## config.mk

```make
export PLATFORM = sky130hd
export DESIGN_NAME = mem_bus_arbiter_flat
export DESIGN_NICKNAME = d
export VERILOG_FILES = /design/src/rtl/mem_bus_arbiter_if.sv /design/src/rtl/mem_bus_arbiter.sv /design/src/flat_wrapper.sv
export SDC_FILE = /design/constraint.sdc
export NUM_CORES = 1
export LEC_CHECK = 0
export ABC_AREA = 1
export BUFFER_PORTS_ARGS = -buffer_cell sky130_fd_sc_hd__buf_2
export CAP_MARGIN = 20
export CORE_AREA = 2 2 158 160
export DETAILED_ROUTE_END_ITERATION = 16
export DIE_AREA = 0 0 160 162
export SETUP_SLACK_MARGIN = 0.4
export SLEW_MARGIN = 20
export SYNTH_ARGS = -nofsm -noshare
export SYNTH_HDL_FRONTEND = slang
export SYNTH_SLANG_ARGS = --single-unit
export TNS_END_PERCENT = 100
```

## constraint.sdc

```tcl
create_clock -name clk -period 1.6 [get_ports clk]
set_clock_uncertainty 0.2 [all_clocks]
set_input_delay 0.08 -clock clk [delete_from_list [all_inputs] [get_ports clk]]
set_output_delay 0.08 -clock clk [all_outputs]
set_load 0.005 [all_outputs]
```

## src/rtl/mem_bus_arbiter_if.sv

```systemverilog
// Cache-side and AXI4 master-side channels of the memory bus arbiter.
// The arbiter takes the master modport; caches and memory sit on the slave side.
interface mem_bus_arbiter_if #(
  parameter int ADDR_W = 32,
  parameter int DATA_W = 32,
  parameter int LEN_W  = 8
);
  logic              ic_ar_valid, ic_ar_ready, ic_r_valid, ic_r_ready, ic_r_last;
  logic [ADDR_W-1:0] ic_ar_addr;
  logic [LEN_W-1:0]  ic_ar_len;
  logic [DATA_W-1:0] ic_r_data;

  logic              dc_ar_valid, dc_ar_ready, dc_r_valid, dc_r_ready, dc_r_last;
  logic [ADDR_W-1:0] dc_ar_addr;
  logic [LEN_W-1:0]  dc_ar_len;
  logic [DATA_W-1:0] dc_r_data;

  logic                dc_aw_valid, dc_aw_ready, dc_w_valid, dc_w_ready, dc_w_last;
  logic [ADDR_W-1:0]   dc_aw_addr;
  logic [LEN_W-1:0]    dc_aw_len;
  logic [DATA_W-1:0]   dc_w_data;
  logic [DATA_W/8-1:0] dc_w_strb;
  logic                dc_b_valid, dc_b_ready;
  logic [1:0]          dc_b_resp;

  logic              m_ar_valid, m_ar_ready, m_ar_id;
  logic [ADDR_W-1:0] m_ar_addr;
  logic [LEN_W-1:0]  m_ar_len;
  logic              m_r_valid, m_r_ready, m_r_last;
  logic [DATA_W-1:0] m_r_data;

  logic                m_aw_valid, m_aw_ready;
  logic [ADDR_W-1:0]   m_aw_addr;
  logic [LEN_W-1:0]    m_aw_len;
  logic                m_w_valid, m_w_ready, m_w_last;
  logic [DATA_W-1:0]   m_w_data;
  logic [DATA_W/8-1:0] m_w_strb;
  logic                m_b_valid, m_b_ready;
  logic [1:0]          m_b_resp;

  modport master (
    input  ic_ar_valid, ic_ar_addr, ic_ar_len, ic_r_ready,
    output ic_ar_ready, ic_r_valid, ic_r_data, ic_r_last,
    input  dc_ar_valid, dc_ar_addr, dc_ar_len, dc_r_ready,
    output dc_ar_ready, dc_r_valid, dc_r_data, dc_r_last,
    input  dc_aw_valid, dc_aw_addr, dc_aw_len, dc_w_valid, dc_w_data, dc_w_strb, dc_w_last, dc_b_ready,
    output dc_aw_ready, dc_w_ready, dc_b_valid, dc_b_resp,
    output m_ar_valid, m_ar_addr, m_ar_len, m_ar_id, m_r_ready,
    input  m_ar_ready, m_r_valid, m_r_data, m_r_last,
    output m_aw_valid, m_aw_addr, m_aw_len, m_w_valid, m_w_data, m_w_strb, m_w_last, m_b_ready,
    input  m_aw_ready, m_w_ready, m_b_valid, m_b_resp
  );

  modport slave (
    output ic_ar_valid, ic_ar_addr, ic_ar_len, ic_r_ready,
    input  ic_ar_ready, ic_r_valid, ic_r_data, ic_r_last,
    output dc_ar_valid, dc_ar_addr, dc_ar_len, dc_r_ready,
    input  dc_ar_ready, dc_r_valid, dc_r_data, dc_r_last,
    output dc_aw_valid, dc_aw_addr, dc_aw_len, dc_w_valid, dc_w_data, dc_w_strb, dc_w_last, dc_b_ready,
    input  dc_aw_ready, dc_w_ready, dc_b_valid, dc_b_resp,
    input  m_ar_valid, m_ar_addr, m_ar_len, m_ar_id, m_r_ready,
    output m_ar_ready, m_r_valid, m_r_data, m_r_last,
    input  m_aw_valid, m_aw_addr, m_aw_len, m_w_valid, m_w_data, m_w_strb, m_w_last, m_b_ready,
    output m_aw_ready, m_w_ready, m_b_valid, m_b_resp
  );
endinterface

```

## src/rtl/mem_bus_arbiter.sv

```systemverilog
// Shares one AXI4 master between ICache (read) and DCache (read/write): round-robin AR,
// one read burst in flight, DCache reads held off while a write is outstanding.
module mem_bus_arbiter #(
  parameter int ADDR_W = 32,
  parameter int DATA_W = 32,
  parameter int LEN_W  = 8
) (
  input  logic                clk,
  input  logic                rst_n,
  mem_bus_arbiter_if.master   bus,
  output logic                err_o
);
  typedef enum logic [1:0] {R_IDLE, R_ADDR, R_DATA} rd_state_t;
  typedef enum logic [1:0] {W_IDLE, W_ADDR, W_DATA, W_RESP} wr_state_t;

  rd_state_t         r_rd_state, w_rd_next;
  wr_state_t         r_wr_state, w_wr_next;
  logic              r_gnt_dc, r_last_dc, r_err;
  logic [LEN_W-1:0]  r_len, r_cnt, r_aw_len;
  logic [ADDR_W-1:0] r_aw_addr;
  logic [DATA_W-1:0] w_r_data;
  logic              w_wr_pending, w_dc_elig, w_req, w_pick_dc, w_ar_hs, w_r_hs;

  // DCache reads wait while a write is queued or in flight (RAW ordering)
  assign w_wr_pending = (r_wr_state != W_IDLE) | bus.dc_aw_valid;
  assign w_dc_elig    = bus.dc_ar_valid & ~w_wr_pending;
  assign w_req        = bus.ic_ar_valid | w_dc_elig;
  assign w_pick_dc    = w_dc_elig & (~bus.ic_ar_valid | ~r_last_dc);
  assign w_ar_hs      = (r_rd_state == R_ADDR) & bus.m_ar_ready;
  assign w_r_hs       = (r_rd_state == R_DATA) & bus.m_r_valid & bus.m_r_ready;
  assign w_r_data     = bus.m_r_data;
  assign bus.ic_r_data = w_r_data;
  assign bus.dc_r_data = w_r_data;
  assign err_o        = r_err;

  always_ff @(posedge clk or negedge rst_n) begin
    if (!rst_n) begin
      r_rd_state <= R_IDLE;
      r_wr_state <= W_IDLE;
    end else begin
      r_rd_state <= w_rd_next;
      r_wr_state <= w_wr_next;
    end
  end

  always_ff @(posedge clk or negedge rst_n) begin
    if (!rst_n) begin
      r_gnt_dc  <= 1'b0;
      r_last_dc <= 1'b1;
      r_len     <= '0;
      r_cnt     <= '0;
      r_err     <= 1'b0;
      r_aw_addr <= '0;
      r_aw_len  <= '0;
    end else begin
      if ((r_rd_state == R_IDLE) && w_req) begin
        r_gnt_dc <= w_pick_dc;
        r_len    <= w_pick_dc ? bus.dc_ar_len : bus.ic_ar_len;
      end
      if (w_ar_hs) begin
        r_cnt     <= r_len;
        r_last_dc <= r_gnt_dc;
      end
      if (w_r_hs) begin
        r_cnt <= r_cnt - LEN_W'(1);
        if (bus.m_r_last != (r_cnt == '0)) r_err <= 1'b1;
      end
      if ((r_wr_state == W_IDLE) && bus.dc_aw_valid) begin
        r_aw_addr <= bus.dc_aw_addr;
        r_aw_len  <= bus.dc_aw_len;
      end
    end
  end

  always_comb begin
    w_rd_next       = r_rd_state;
    bus.m_ar_valid  = 1'b0;
    bus.m_ar_addr   = r_gnt_dc ? bus.dc_ar_addr : bus.ic_ar_addr;
    bus.m_ar_len    = r_gnt_dc ? bus.dc_ar_len  : bus.ic_ar_len;
    bus.m_ar_id     = r_gnt_dc;
    bus.ic_ar_ready = 1'b0;
    bus.dc_ar_ready = 1'b0;
    bus.ic_r_valid  = 1'b0;
    bus.dc_r_valid  = 1'b0;
    bus.ic_r_last   = 1'b0;
    bus.dc_r_last   = 1'b0;
    bus.m_r_ready   = 1'b0;
    case (r_rd_state)
      R_IDLE: if (w_req) w_rd_next = R_ADDR;
      R_ADDR: begin
        bus.m_ar_valid = 1'b1;
        if (bus.m_ar_ready) begin
          bus.ic_ar_ready = ~r_gnt_dc;
          bus.dc_ar_ready = r_gnt_dc;
          w_rd_next       = R_DATA;
        end
      end
      R_DATA: begin
        bus.ic_r_valid = bus.m_r_valid & ~r_gnt_dc;
        bus.dc_r_valid = bus.m_r_valid & r_gnt_dc;
        bus.ic_r_last  = bus.m_r_last & ~r_gnt_dc;
        bus.dc_r_last  = bus.m_r_last & r_gnt_dc;
        bus.m_r_ready  = r_gnt_dc ? bus.dc_r_ready : bus.ic_r_ready;
        // burst end follows the slave's last flag even when the count disagrees
        if (bus.m_r_valid && bus.m_r_ready && bus.m_r_last) w_rd_next = R_IDLE;
      end
      default: w_rd_next = R_IDLE;
    endcase
  end

  always_comb begin
    w_wr_next       = r_wr_state;
    bus.m_aw_valid  = 1'b0;
    bus.m_aw_addr   = r_aw_addr;
    bus.m_aw_len    = r_aw_len;
    bus.dc_aw_ready = 1'b0;
    bus.m_w_valid   = 1'b0;
    bus.m_w_data    = bus.dc_w_data;
    bus.m_w_strb    = bus.dc_w_strb;
    bus.m_w_last    = 1'b0;
    bus.dc_w_ready  = 1'b0;
    bus.dc_b_valid  = 1'b0;
    bus.dc_b_resp   = bus.m_b_resp;
    bus.m_b_ready   = 1'b0;
    case (r_wr_state)
      W_IDLE: if (bus.dc_aw_valid) w_wr_next = W_ADDR;
      W_ADDR: begin
        bus.m_aw_valid = 1'b1;
        if (bus.m_aw_ready) begin
          bus.dc_aw_ready = 1'b1;
          w_wr_next       = W_DATA;
        end
      end
      W_DATA: begin
        bus.m_w_valid  = bus.dc_w_valid;
        bus.m_w_last   = bus.dc_w_last;
        bus.dc_w_ready = bus.m_w_ready;
        if (bus.dc_w_valid && bus.m_w_ready && bus.dc_w_last) w_wr_next = W_RESP;
      end
      W_RESP: begin
        bus.dc_b_valid = bus.m_b_valid;
        bus.m_b_ready  = bus.dc_b_ready;
        if (bus.m_b_valid && bus.dc_b_ready) w_wr_next = W_IDLE;
      end
      default: w_wr_next = W_IDLE;
    endcase
  end
endmodule

```

## src/flat_wrapper.sv

```systemverilog
// flat-port wrapper written by rule: the top's interface ports become plain ports
module mem_bus_arbiter_flat 
#(
  parameter int ADDR_W = 32,
  parameter int DATA_W = 32,
  parameter int LEN_W  = 8
)
  (clk, rst_n, err_o, bus_ic_ar_valid, bus_ic_ar_addr, bus_ic_ar_len, bus_ic_r_ready, bus_ic_ar_ready, bus_ic_r_valid, bus_ic_r_data, bus_ic_r_last, bus_dc_ar_valid, bus_dc_ar_addr, bus_dc_ar_len, bus_dc_r_ready, bus_dc_ar_ready, bus_dc_r_valid, bus_dc_r_data, bus_dc_r_last, bus_dc_aw_valid, bus_dc_aw_addr, bus_dc_aw_len, bus_dc_w_valid, bus_dc_w_data, bus_dc_w_strb, bus_dc_w_last, bus_dc_b_ready, bus_dc_aw_ready, bus_dc_w_ready, bus_dc_b_valid, bus_dc_b_resp, bus_m_ar_valid, bus_m_ar_addr, bus_m_ar_len, bus_m_ar_id, bus_m_r_ready, bus_m_ar_ready, bus_m_r_valid, bus_m_r_data, bus_m_r_last, bus_m_aw_valid, bus_m_aw_addr, bus_m_aw_len, bus_m_w_valid, bus_m_w_data, bus_m_w_strb, bus_m_w_last, bus_m_b_ready, bus_m_aw_ready, bus_m_w_ready, bus_m_b_valid, bus_m_b_resp);
  mem_bus_arbiter_if #(.ADDR_W(ADDR_W), .DATA_W(DATA_W), .LEN_W(LEN_W)) bus_i ();
  input  logic clk;
  input  logic rst_n;
  output logic err_o;
  input wire logic [$bits(bus_i.ic_ar_valid)-1:0] bus_ic_ar_valid;
  input wire logic [$bits(bus_i.ic_ar_addr)-1:0] bus_ic_ar_addr;
  input wire logic [$bits(bus_i.ic_ar_len)-1:0] bus_ic_ar_len;
  input wire logic [$bits(bus_i.ic_r_ready)-1:0] bus_ic_r_ready;
  output wire logic [$bits(bus_i.ic_ar_ready)-1:0] bus_ic_ar_ready;
  output wire logic [$bits(bus_i.ic_r_valid)-1:0] bus_ic_r_valid;
  output wire logic [$bits(bus_i.ic_r_data)-1:0] bus_ic_r_data;
  output wire logic [$bits(bus_i.ic_r_last)-1:0] bus_ic_r_last;
  input wire logic [$bits(bus_i.dc_ar_valid)-1:0] bus_dc_ar_valid;
  input wire logic [$bits(bus_i.dc_ar_addr)-1:0] bus_dc_ar_addr;
  input wire logic [$bits(bus_i.dc_ar_len)-1:0] bus_dc_ar_len;
  input wire logic [$bits(bus_i.dc_r_ready)-1:0] bus_dc_r_ready;
  output wire logic [$bits(bus_i.dc_ar_ready)-1:0] bus_dc_ar_ready;
  output wire logic [$bits(bus_i.dc_r_valid)-1:0] bus_dc_r_valid;
  output wire logic [$bits(bus_i.dc_r_data)-1:0] bus_dc_r_data;
  output wire logic [$bits(bus_i.dc_r_last)-1:0] bus_dc_r_last;
  input wire logic [$bits(bus_i.dc_aw_valid)-1:0] bus_dc_aw_valid;
  input wire logic [$bits(bus_i.dc_aw_addr)-1:0] bus_dc_aw_addr;
  input wire logic [$bits(bus_i.dc_aw_len)-1:0] bus_dc_aw_len;
  input wire logic [$bits(bus_i.dc_w_valid)-1:0] bus_dc_w_valid;
  input wire logic [$bits(bus_i.dc_w_data)-1:0] bus_dc_w_data;
  input wire logic [$bits(bus_i.dc_w_strb)-1:0] bus_dc_w_strb;
  input wire logic [$bits(bus_i.dc_w_last)-1:0] bus_dc_w_last;
  input wire logic [$bits(bus_i.dc_b_ready)-1:0] bus_dc_b_ready;
  output wire logic [$bits(bus_i.dc_aw_ready)-1:0] bus_dc_aw_ready;
  output wire logic [$bits(bus_i.dc_w_ready)-1:0] bus_dc_w_ready;
  output wire logic [$bits(bus_i.dc_b_valid)-1:0] bus_dc_b_valid;
  output wire logic [$bits(bus_i.dc_b_resp)-1:0] bus_dc_b_resp;
  output wire logic [$bits(bus_i.m_ar_valid)-1:0] bus_m_ar_valid;
  output wire logic [$bits(bus_i.m_ar_addr)-1:0] bus_m_ar_addr;
  output wire logic [$bits(bus_i.m_ar_len)-1:0] bus_m_ar_len;
  output wire logic [$bits(bus_i.m_ar_id)-1:0] bus_m_ar_id;
  output wire logic [$bits(bus_i.m_r_ready)-1:0] bus_m_r_ready;
  input wire logic [$bits(bus_i.m_ar_ready)-1:0] bus_m_ar_ready;
  input wire logic [$bits(bus_i.m_r_valid)-1:0] bus_m_r_valid;
  input wire logic [$bits(bus_i.m_r_data)-1:0] bus_m_r_data;
  input wire logic [$bits(bus_i.m_r_last)-1:0] bus_m_r_last;
  output wire logic [$bits(bus_i.m_aw_valid)-1:0] bus_m_aw_valid;
  output wire logic [$bits(bus_i.m_aw_addr)-1:0] bus_m_aw_addr;
  output wire logic [$bits(bus_i.m_aw_len)-1:0] bus_m_aw_len;
  output wire logic [$bits(bus_i.m_w_valid)-1:0] bus_m_w_valid;
  output wire logic [$bits(bus_i.m_w_data)-1:0] bus_m_w_data;
  output wire logic [$bits(bus_i.m_w_strb)-1:0] bus_m_w_strb;
  output wire logic [$bits(bus_i.m_w_last)-1:0] bus_m_w_last;
  output wire logic [$bits(bus_i.m_b_ready)-1:0] bus_m_b_ready;
  input wire logic [$bits(bus_i.m_aw_ready)-1:0] bus_m_aw_ready;
  input wire logic [$bits(bus_i.m_w_ready)-1:0] bus_m_w_ready;
  input wire logic [$bits(bus_i.m_b_valid)-1:0] bus_m_b_valid;
  input wire logic [$bits(bus_i.m_b_resp)-1:0] bus_m_b_resp;
  assign bus_i.ic_ar_valid = bus_ic_ar_valid;
  assign bus_i.ic_ar_addr = bus_ic_ar_addr;
  assign bus_i.ic_ar_len = bus_ic_ar_len;
  assign bus_i.ic_r_ready = bus_ic_r_ready;
  assign bus_ic_ar_ready = bus_i.ic_ar_ready;
  assign bus_ic_r_valid = bus_i.ic_r_valid;
  assign bus_ic_r_data = bus_i.ic_r_data;
  assign bus_ic_r_last = bus_i.ic_r_last;
  assign bus_i.dc_ar_valid = bus_dc_ar_valid;
  assign bus_i.dc_ar_addr = bus_dc_ar_addr;
  assign bus_i.dc_ar_len = bus_dc_ar_len;
  assign bus_i.dc_r_ready = bus_dc_r_ready;
  assign bus_dc_ar_ready = bus_i.dc_ar_ready;
  assign bus_dc_r_valid = bus_i.dc_r_valid;
  assign bus_dc_r_data = bus_i.dc_r_data;
  assign bus_dc_r_last = bus_i.dc_r_last;
  assign bus_i.dc_aw_valid = bus_dc_aw_valid;
  assign bus_i.dc_aw_addr = bus_dc_aw_addr;
  assign bus_i.dc_aw_len = bus_dc_aw_len;
  assign bus_i.dc_w_valid = bus_dc_w_valid;
  assign bus_i.dc_w_data = bus_dc_w_data;
  assign bus_i.dc_w_strb = bus_dc_w_strb;
  assign bus_i.dc_w_last = bus_dc_w_last;
  assign bus_i.dc_b_ready = bus_dc_b_ready;
  assign bus_dc_aw_ready = bus_i.dc_aw_ready;
  assign bus_dc_w_ready = bus_i.dc_w_ready;
  assign bus_dc_b_valid = bus_i.dc_b_valid;
  assign bus_dc_b_resp = bus_i.dc_b_resp;
  assign bus_m_ar_valid = bus_i.m_ar_valid;
  assign bus_m_ar_addr = bus_i.m_ar_addr;
  assign bus_m_ar_len = bus_i.m_ar_len;
  assign bus_m_ar_id = bus_i.m_ar_id;
  assign bus_m_r_ready = bus_i.m_r_ready;
  assign bus_i.m_ar_ready = bus_m_ar_ready;
  assign bus_i.m_r_valid = bus_m_r_valid;
  assign bus_i.m_r_data = bus_m_r_data;
  assign bus_i.m_r_last = bus_m_r_last;
  assign bus_m_aw_valid = bus_i.m_aw_valid;
  assign bus_m_aw_addr = bus_i.m_aw_addr;
  assign bus_m_aw_len = bus_i.m_aw_len;
  assign bus_m_w_valid = bus_i.m_w_valid;
  assign bus_m_w_data = bus_i.m_w_data;
  assign bus_m_w_strb = bus_i.m_w_strb;
  assign bus_m_w_last = bus_i.m_w_last;
  assign bus_m_b_ready = bus_i.m_b_ready;
  assign bus_i.m_aw_ready = bus_m_aw_ready;
  assign bus_i.m_w_ready = bus_m_w_ready;
  assign bus_i.m_b_valid = bus_m_b_valid;
  assign bus_i.m_b_resp = bus_m_b_resp;
  mem_bus_arbiter #(.ADDR_W(ADDR_W), .DATA_W(DATA_W), .LEN_W(LEN_W)) u_core (.clk(clk), .rst_n(rst_n), .bus(bus_i), .err_o(err_o));
endmodule
```

==> results of run 1 <==
per-layer routing:
metal  track usage [%]  routed length [um]  vias up
li1                  -                   -     2161
met1             12.53                6370     2077
met2             19.58                8643      212
met3             2.196                 974       24
met4             3.972                 359        0
met5                 0                   0        -
worst paths after layout:
kind / from / end / slack [ns]
worst max-delay path: u_core.bus.m_ar_id / bus_m_ar_addr[1] / -0.09
worst min-delay path: bus_dc_r_ready / u_core.r_rd_state[1] / -0.005
worst max register to register: u_core.r_wr_state[1] / u_core.bus.m_aw_addr[9] / -0.07
worst min register to register: u_core.err_o / u_core.err_o / 0.26
max in group asynchronous: rst_n / u_core.r_wr_state[1] / 0.58
min in group asynchronous: rst_n / u_core.bus.m_aw_len[1] / 0.04
power by group through the flow:
stage / clock [W] / sequential [W] / combinational, W
after detailed placement: 0 / 0.00289 / 0.00441
after CTS: 0.00220 / 0.00286 / 0.00520
after floorplan: 0 / 0.00285 / 0.00268
after global routing: 0.00230 / 0.00304 / 0.00699
after global placement: 0 / 0.00286 / 0.00434
final: 0.00213 / 0.00294 / 0.00642
registers in the layout (all words and copies together), names as in the netlist:
register and cells:
u_core.bus.m_aw_addr 32, u_core.err_o 1, u_core.bus.m_ar_id 1, u_core.r_last_dc 1, u_core.r_len 8, u_core.bus.m_aw_len 8, u_core.r_rd_state 2, u_core.r_wr_state 2
u_core.r_cnt 8
repair_timing:
| item | CTS | global route |
|---|---|---|
| pin swaps | 6 | 13 |
| buffers inserted | 7 | 6 |
| gates cloned | 3 | 6 |
| endpoints found under the setup margin | 119 | 119 |
| hold endpoints to repair | 218 | 2 |
| resized for setup | 33 | 116 |
worst register-to-register path, stage by stage, from the launching register on:
cell	delay, ns
dfrtp_1	0.37
inv_2	0.07
ha_4	0.17
buf_6	0.12
nand2_8	0.12
buf_12	0.17
mux2_4	0.32
metrics by stage:
stage | cells | setup TNS, ns
after global routing | 1159 | -12.58
after global placement | 989 | -0.4972
after detailed placement | 989 | -1.508
after floorplan | 529 | -0.5562
after CTS | 1147 | -3.912
final | 1159 | -3.805
layout by cell type, fill, tap and decap left out, types with 2 or more instances in the layout:
cell type	n
buf_4	13
nand2_1	156
buf_12	5
nand2_2	19
nand3_2	7
nand2_8	2
inv_1	24
clkbuf_16	13
nor3_2	2
bufinv_16	2
inv_2	12
inv_4	4
dlygate4sd3_1	132
buf_16	3
clkinv_4	2
dfrtp_1	61
nor2_2	4
o21ai_1	8
buf_6	21
buf_8	3
nor2_1	10
mux2_4	40
o21ai_0	8
buf_2	226
o211ai_1	10
nor2_4	3
nand2_4	11
nand3_1	14
ha_4	5
clkinv_2	2
final cells by class:
class / count / area (sq um) / area share, %
Clock buffer: 9 / 225.2 / 2.932
Clock inverter: 7 / 96.34 / 1.254
Inverter: 42 / 187.7 / 2.443
Multi-Input combinational cell: 307 / 2074 / 27.00
Sequential cell: 63 / 1579 / 20.55
Tap cell: 324 / 405.4 / 5.277
Timing Repair Buffer: 407 / 3114 / 40.54
cells by family after synthesis:
kind of cell | count (synthesis) | share of synthesized area [%]
multiplexers | 40 | 10.65
buffers and inverters | 159 | 23.73
flip-flops | 63 | 37.32
adder cells (fa/ha/maj) | 6 | 1.776
AND/OR/NAND/NOR | 232 | 22.08
AO/OA/AOI/OAI | 29 | 4.439
==> metrics, run 1 <==
Clock Power Share 18.5%; Crit path max-delay family flip-flops; final worst-path cycle share 105.7%; Die ar. 25,920 sq um; synth unique cells 26; final hold vios 3; Initial DRC Count 224; Final #Nets 1,042; Seq/Total Area, Yosys 37.32%; syn_nets 741; fin. max-slew vios 0; final core utilization 31.87%; YS warnings 0; Overall Power 0.01149 W; Worst Hold Slack -0.004937 ns; Final GP Congestion 0.7616; Hold WC Path Type in -> reg; Initial Utilization 17.54%; most common cell in the synthesized netlist nand2_1; Buffers & Inverters on Critical Path 3; syn_area_per_cell 7.992 sq um; PnR worst setup slack -0.09172 ns; hold depth 6; Setup crit start kind register; Global Route Usage Sum 10.77%; Clock transition at path regs 0.06 ns; worst vdd ir 0.6533 mV; placed inst area 5228 sq um; total number of vias 4,474; share of layout cells above drive strength 1 48.74%; switching power 0.004223 W; CTS Buf Count 9; num ports 405; Max stage delay on crit path 0.51 ns; Max clock buf depth 2; critical path, cell by cell inv_8 -> clkbuf_16 -> nand2_1 -> nand2_1 -> buf_2; vias in the first global route 4,257; Total Wirelength 16,350 um; I/O Buffers 232; PwrDens 1496 nW/um^2; data required time of the worst path 1.32 ns; total grt overflow 0; crit path max fanout 6; final setup fails 98; Die Wd 160 um; Root Driver clkbuf_16; mapped cell area 4228 sq um; die span in y 162 um; Fmax 591.1 MHz; crit path DAT 1.41 ns; largest net degree at the start of global routing 39; CTS tree done; critical path capture point type primary output; core footprint 24,110 sq um; routed len/inst 14.10 um; post-detail-place hpwl 9421 um; Crit. path cell count 5; Critical Path Most Common Cell nand2_1; # hold bufs at CTS 132; Syn Inst Count 529; clock sinks 63; EDFF count, synth 0; Yosys reg bits 63; reg2reg path depth 6; Area Growth Syn to Fin 81.71%; Final Cell Area 7682 sq um; sequential power share 25.6%; failing checks negative hold slack, negative setup slack; DRC viols 0; type of the worst setup path reg -> out; first-pass GRT wire length 22,090 um; row count 57; initial antenna violation count 0; Yosys top cell area share 36.70%; commonest cells in the synthesized netlist nand2_1, buf_4, dfrtp_1; switching share of power 36.74%; status complete, but fails checks; pre-CTS setup slack -0.09253 ns; fillcell total 2,507; Pint 0.007269 W; Synth Flop Type dfrtp_1; # Max-Cap Violations 0; Worst-Margin Slew 0.4879 ns; RSZ-0062 raised after global routing yes; DRT Pass-1 Iters 4; H-Tree Depth 3; Via density 3.860; Combinational Power Share 55.9%; Slowest-stage cell, CP dfrtp_2; top cell type by total area after synthesis dfrtp_1; Pleak 4.012 nW; synth top area cells dfrtp_1, buf_4, nand2_1, mux2_2, inv_1; min Tclk post-route 1.692 ns; Synth async-reset ratio 100.0%; Relative slew margins 67.47%; Post-DRT Antenna Nets 0; Ant. Diodes 0; insertion delay to the later sink of the worst-skew pair 0.33 ns
(Power assumes the default switching activity.)
==> run 2: changes to the inputs <==
- CORE_AREA: 2 2 158 160 -> 2 2 159 161
- DIE_AREA: 0 0 160 162 -> 0 0 161 163
- clock period: 1.6 -> 2.1 ns (I/O delays scaled with it)
==> metrics, run 2 (synthesis results as in run 1) <==
status finished clean; final worst-path cycle share 84.48%; CTS tree done; fillcell total 2,585 (+3.1%); Max clock buf depth 2 (unchanged); met3 usage 4.049% (+1.9 points); Fmax 563.7 MHz; min Tclk post-route 1.774 ns; Final #Nets 981 (-5.9%); pre-CTS setup slack 0.2032 ns (+0.2958 ns); max FFs per register 32 (unchanged); Root Driver clkbuf_16; commonest non-fill, non-tap cells in the layout buf_2, nand2_1, dlygate4sd3_1; num ports 405 (unchanged); DRC viols 0 (unchanged); final hold vios 0 (-3); PnR worst setup slack 0.3259 ns (+0.4176 ns); first-pass GRT wire length 19,930 um (-9.8%); Final GP Congestion 0.7803 (+2.5%); crit path max fanout 3 (-3); Setup TNS Final 0 ns (+3.805 ns); core footprint 24,670 sq um (+2.4%); largest net degree at the start of global routing 37 (-5.1%); Initial DRC Count 221 (-1.3%); type of the worst setup path reg -> out; worst vdd ir 0.5432 mV (-17%); Total Wirelength 16,230 um (-0.75%); clock sinks 63 (unchanged); Clock transition at path regs 0.06 ns (about the same); Worst Hold Endpoint bus_m_w_strb[3]; row count 58 (+1.8%); Post-DRT Antenna Nets 0 (unchanged); insertion delay to the later sink of the worst-skew pair 0.33 ns (about the same); PwrDens 1204 nW/um^2 (-20%); data required time of the worst path 1.79 ns (+0.47 ns); share of layout cells above drive strength 1 56.07% (+7.3 points); Relative slew margins 68.00% (+0.52 points); Die ar. 26,240 sq um (+1.2%); critical path capture point type primary output; Global Route Usage Sum 9.952% (-0.82 points); total grt overflow 0 (unchanged); routed len/inst 14.70 um (+4.2%); Ant. Diodes 0 (unchanged); FF-to-FF setup slack 0.35 ns (+0.42 ns); post-detail-place hpwl 10,130 um (+7.5%); initial antenna violation count 0 (unchanged); Area Growth Syn to Fin 66.44%; Hold WC Path Type in -> out; # Max-Cap Violations 0 (unchanged); Die Wd 161 um (+0.63%); CTS Buf Count 9 (unchanged); DRT Pass-1 Iters 4 (unchanged); hold depth 0 (-6); startpoint of the worst hold path bus_dc_w_strb[3]; vias in the first global route 3,785 (-11%); met2 Resource Use GR 18.12% (-1.5 points); Via density 3.908 (+1.2%); met1 global-route usage 9.964% (-2.6 points); I/O Buffers 232 (unchanged); Initial Utilization 17.13% (-0.40 points); Worst-Margin Slew 0.4800 ns (-0.007861 ns); R2R Path Start u_core.r_wr_state[0]; reg2reg path depth 9 (+3); Setup crit start kind register; fin. max-slew vios 0 (unchanged); total number of vias 4,314 (-3.6%); final setup fails 0 (-100%); commonest non-fill, non-tap cell in the layout buf_2; crit path DAT 1.47 ns (+0.06 ns); H-Tree Depth 3 (unchanged); RSZ-0062 raised after global routing yes; die span in y 163 um (+0.62%); Pleak 3.706 nW (-7.6%); gr busiest metal met2; worst r2r dst u_core.r_len[4]
[run 2: worst max path at each step]
stage	start	endpoint	slack, ns	depth (start not counted)
global placement	u_core.r_wr_state[0]	u_core.r_len[5]	0.30	7
CTS	u_core.r_rd_state[1]	bus_dc_ar_ready	0.29	7
finish	u_core.r_rd_state[1]	bus_dc_ar_ready	0.33	7
detailed placement	u_core.r_wr_state[0]	u_core.r_len[2]	0.20	9
floorplan	u_core.r_wr_state[0]	u_core.r_len[0]	0.43	10
global route	u_core.r_rd_state[1]	bus_ic_ar_ready	0.23	7
[run 2: metrics by stage]
stage	cell area [sq um]	cells	power, W	utilization (%)	hold slack [ns]
after floorplan	4228	529	0.004106	-	-0.3906
after global placement	5052	983	0.005217	20.48	-0.1026
after detailed placement	5052	983	0.005285	20.48	-0.09677
after CTS	6265	1081	0.007438	25.39	0.005346
after global routing	7037	1104	0.009109	28.52	0.01001
final	7037	1104	0.008473	28.52	0.01000
[run 2: repair_timing]
item	4_1_cts	5_1_grt
resized for setup	29	123
pin swaps	6	34
hold endpoints to repair	116	0
cloned	3	14
setup buffers	15	9
endpoints found under the setup margin	95	83
hold buffers	64	0
[run 2: critical path, stage by stage, from the launching register on]
cell and delay (ns):
dfrtp_1 0.42, inv_2 0.10, nand2_4 0.05, nor2_4 0.11, clkinvlp_4 0.13, buf_6 0.14, nor2_1 0.07, buf_2 0.11
[run 2: where the power goes]
| part | internal [W] | switching, W | leakage (nW) |
|---|---|---|---|
| logic | 0.00239 | 0.00226 | 2.80 |
| clock network | 0.00108 | 0.000560 | 0.155 |
| registers | 0.00183 | 0.000354 | 0.750 |
| total | 0.00530 | 0.00318 | 3.71 |
[run 2: routing by layer]
metal	wire [um]	vias to the layer above
met2	8394	262
met1	5960	1954
met3	1305	45
met5	0	-
met4	565	0
li1	-	2053
[run 2: cell type report]
| type | count | area, sq um | area share, % |
|---|---|---|---|
| tap | 330 | 412.9 | 5.868 |
| multi-input combinational | 308 | 2052 | 29.16 |
| timing repair inverter | 1 | 7.507 | 0.1067 |
| clock inverter | 6 | 92.59 | 1.316 |
| sequential | 63 | 1579 | 22.44 |
| inverter | 42 | 176.4 | 2.507 |
| timing repair buffer | 344 | 2477 | 35.21 |
| clock buffer | 10 | 239.0 | 3.396 |
==> run 3: changes to the inputs <==
- CORE_AREA: 2 2 159 161 -> 2 2 156 158
- DIE_AREA: 0 0 161 163 -> 0 0 158 160
- clock period: 2.1 -> 1.8 ns (I/O delays scaled with it)
==> metrics, run 3 (synthesis results as in run 1) <==
status finished clean; post-detail-place hpwl 10,150 um (+0.17%); type of the worst setup path reg -> out; Ant. Diodes 0 (unchanged); met2 wire len 9279 um (+11%); hold depth 6 (+6); Total Wirelength 17,880 um (+10%); Die Wd 158 um (-1.9%); min Tclk post-route 1.760 ns; startpoint of the worst hold path bus_ic_ar_valid; RSZ-0062 raised after global routing yes; Setup crit start kind register; Final Cell Area 8270 sq um (+18%); commonest non-fill, non-tap cells in the layout buf_2, nand2_1, dlygate4sd3_1; core footprint 23,820 sq um (-3.5%); crit path DAT 1.47 ns (about the same); Final GP Congestion 0.7689 (-1.5%); Crit path max-delay family buffers and inverters; routed len/inst 15.14 um (+3.0%); worst vdd ir 0.6131 mV (+13%); Area Growth Syn to Fin 95.62%; clock sinks 63 (unchanged); Buffers & Inverters on Critical Path 5 (+1); H-Tree Depth 3 (unchanged); crit path max fanout 5 (+2); Via density 3.930 (+0.57%); Relative slew margins 71.84% (+3.8 points); DRC viols 0 (unchanged); Root Driver clkbuf_16; Worst Hold Endpoint u_core.r_len[4]; reg2reg path depth 12 (+3); Worst-Margin Slew 0.4186 ns (-0.06146 ns); die span in y 160 um (-1.8%); final hold vios 0 (unchanged); Final #Nets 1,065 (+8.6%); # Max-Cap Violations 0 (unchanged); worst r2r dst u_core.r_cnt[0]; R2R Path Start u_core.bus.m_ar_id; Overall Power 0.01115 W (+32%); Max stage delay on crit path 0.41 ns (about the same); max FFs per register 32 (unchanged); critical path, cell by cell buf_6 -> clkinv_8 -> buf_12 -> buf_16 -> nor3_2 -> buf_2; CTS tree done; total grt overflow 0 (unchanged); Top Metal Used met5; final setup fails 0 (unchanged); Slowest-stage cell, CP dfrtp_2; Initial Utilization 17.75% (+0.61 points); final non-filler cell total 1,181 (+7.0%); commonest non-fill, non-tap cell in the layout buf_2; FF-to-FF setup slack 0.07 ns (-0.28 ns); largest net degree at the start of global routing 64 (+73%); Max clock buf depth 2 (unchanged); vias in the first global route 4,464 (+18%); data required time of the worst path 1.51 ns (-0.28 ns); CTS Buf Count 9 (unchanged); critical path capture point type primary output; Fmax 568.2 MHz; Clock transition at path regs 0.06 ns (about the same); total number of vias 4,641 (+7.6%); DRT Pass-1 Iters 5 (+1); placed inst area 5087 sq um (+0.69%); fin. max-slew vios 0 (unchanged); met3 routed wirelength 1229 um (-5.8%); row count 57 (-1.7%); Setup TNS Final 0 ns (unchanged); insertion delay to the later sink of the worst-skew pair 0.33 ns (about the same); Hold WC Path Type in -> reg; Post-DRT Antenna Nets 0 (unchanged); Die ar. 25,280 sq um (-3.7%); share of layout cells above drive strength 1 52.74% (-3.3 points); num ports 405 (unchanged); Pleak 4.250 nW (+15%); PwrDens 1348 nW/um^2 (+12%); Placed Instances 980 (-0.31%); met1 wire length 7037 um (+18%); I/O Buffers 232 (unchanged); Global Route Usage Sum 12.43% (+2.5 points); first-pass GRT wire length 24,000 um (+20%); final worst-path cycle share 97.77%; initial antenna violation count 1 (+1); Initial DRC Count 260 (+18%)
## run 3: cell count changes in the layout (fill, tap and decap cells not counted), moves of 6 or more
cell and change:
buf_16 +10, buf_6 +7, clkbuf_16 -6, dlygate4sd3_1 +71, mux2_2 -40, mux2_4 +40, nand2_1 +14, nand2_4 -10
nand3_1 -7, o21ai_0 -6
## run 3: worst max-delay path by stage
| stage | startpoint | to | slack (ns) | depth (start not counted) |
|---|---|---|---|---|
| 5_1_grt | u_core.bus.m_ar_id | bus_dc_r_last | -0.02 | 6 |
| 6_report | u_core.bus.m_ar_id | bus_dc_r_last | 0.04 | 6 |
| 3_3_place_gp | u_core.r_wr_state[0] | u_core.r_len[2] | -0.004 | 7 |
| 3_5_place_dp | u_core.r_wr_state[0] | u_core.r_len[2] | -0.10 | 7 |
| 2_1_floorplan | u_core.r_wr_state[0] | u_core.r_len[0] | 0.13 | 10 |
| 4_1_cts | u_core.r_rd_state[1] | bus_dc_ar_ready | 0.01 | 7 |
## run 3: layout make-up
class,count,area [sq um]
sequential,63,1579
clock inverter,3,67.56
clock buffer,12,246.5
timing repair inverter,2,22.52
multi-input combinational,309,2281
fill,2404,15550
tap,324,405.4
timing repair buffer,426,3480
inverter,42,188.9
## run 3: stage by stage
step	hold slack, ns	setup slack, ns	utilization, %
after floorplan	-0.4056	0.1326	-
after global placement	-0.06117	-0.004002	21.36
after detailed placement	-0.06160	-0.1022	21.36
after CTS	0.01987	0.01252	31.42
after global routing	0.09371	-0.01524	34.72
final	0.05869	0.04007	34.72
## run 3: metal layers
layer | up-vias | GRT usage, %
li1 | 2215 | -
met1 | 2164 | 14.65
met2 | 233 | 22.00
met3 | 27 | 3.148
met4 | 2 | 3.767
met5 | - | 0
## run 3: timing repair
action | 4_1_cts | 5_1_grt
endpoints found under the setup margin | 118 | 119
cloned | 13 | 5
setup buffers | 19 | 14
resized for setup | 87 | 147
pin swaps | 19 | 21
endpoints found under the hold margin | 219 | 0
hold buffers | 135 | 0
## run 3: tightest hold or removal path, cell delays in order
cell	delay [ns]
buf_2	0.10
inv_1	0.10
a21oi_4	0.09
clkinv_4	0.07
nand2_1	0.05
nand2_1	0.05
## run 3: power by group
part | total, W | switching, W | internal [W]
combinational | 0.00670 | 0.00301 | 0.00370
sequential | 0.00257 | 0.000436 | 0.00213
clock | 0.00188 | 0.000636 | 0.00124
total | 0.0112 | 0.00408 | 0.00707
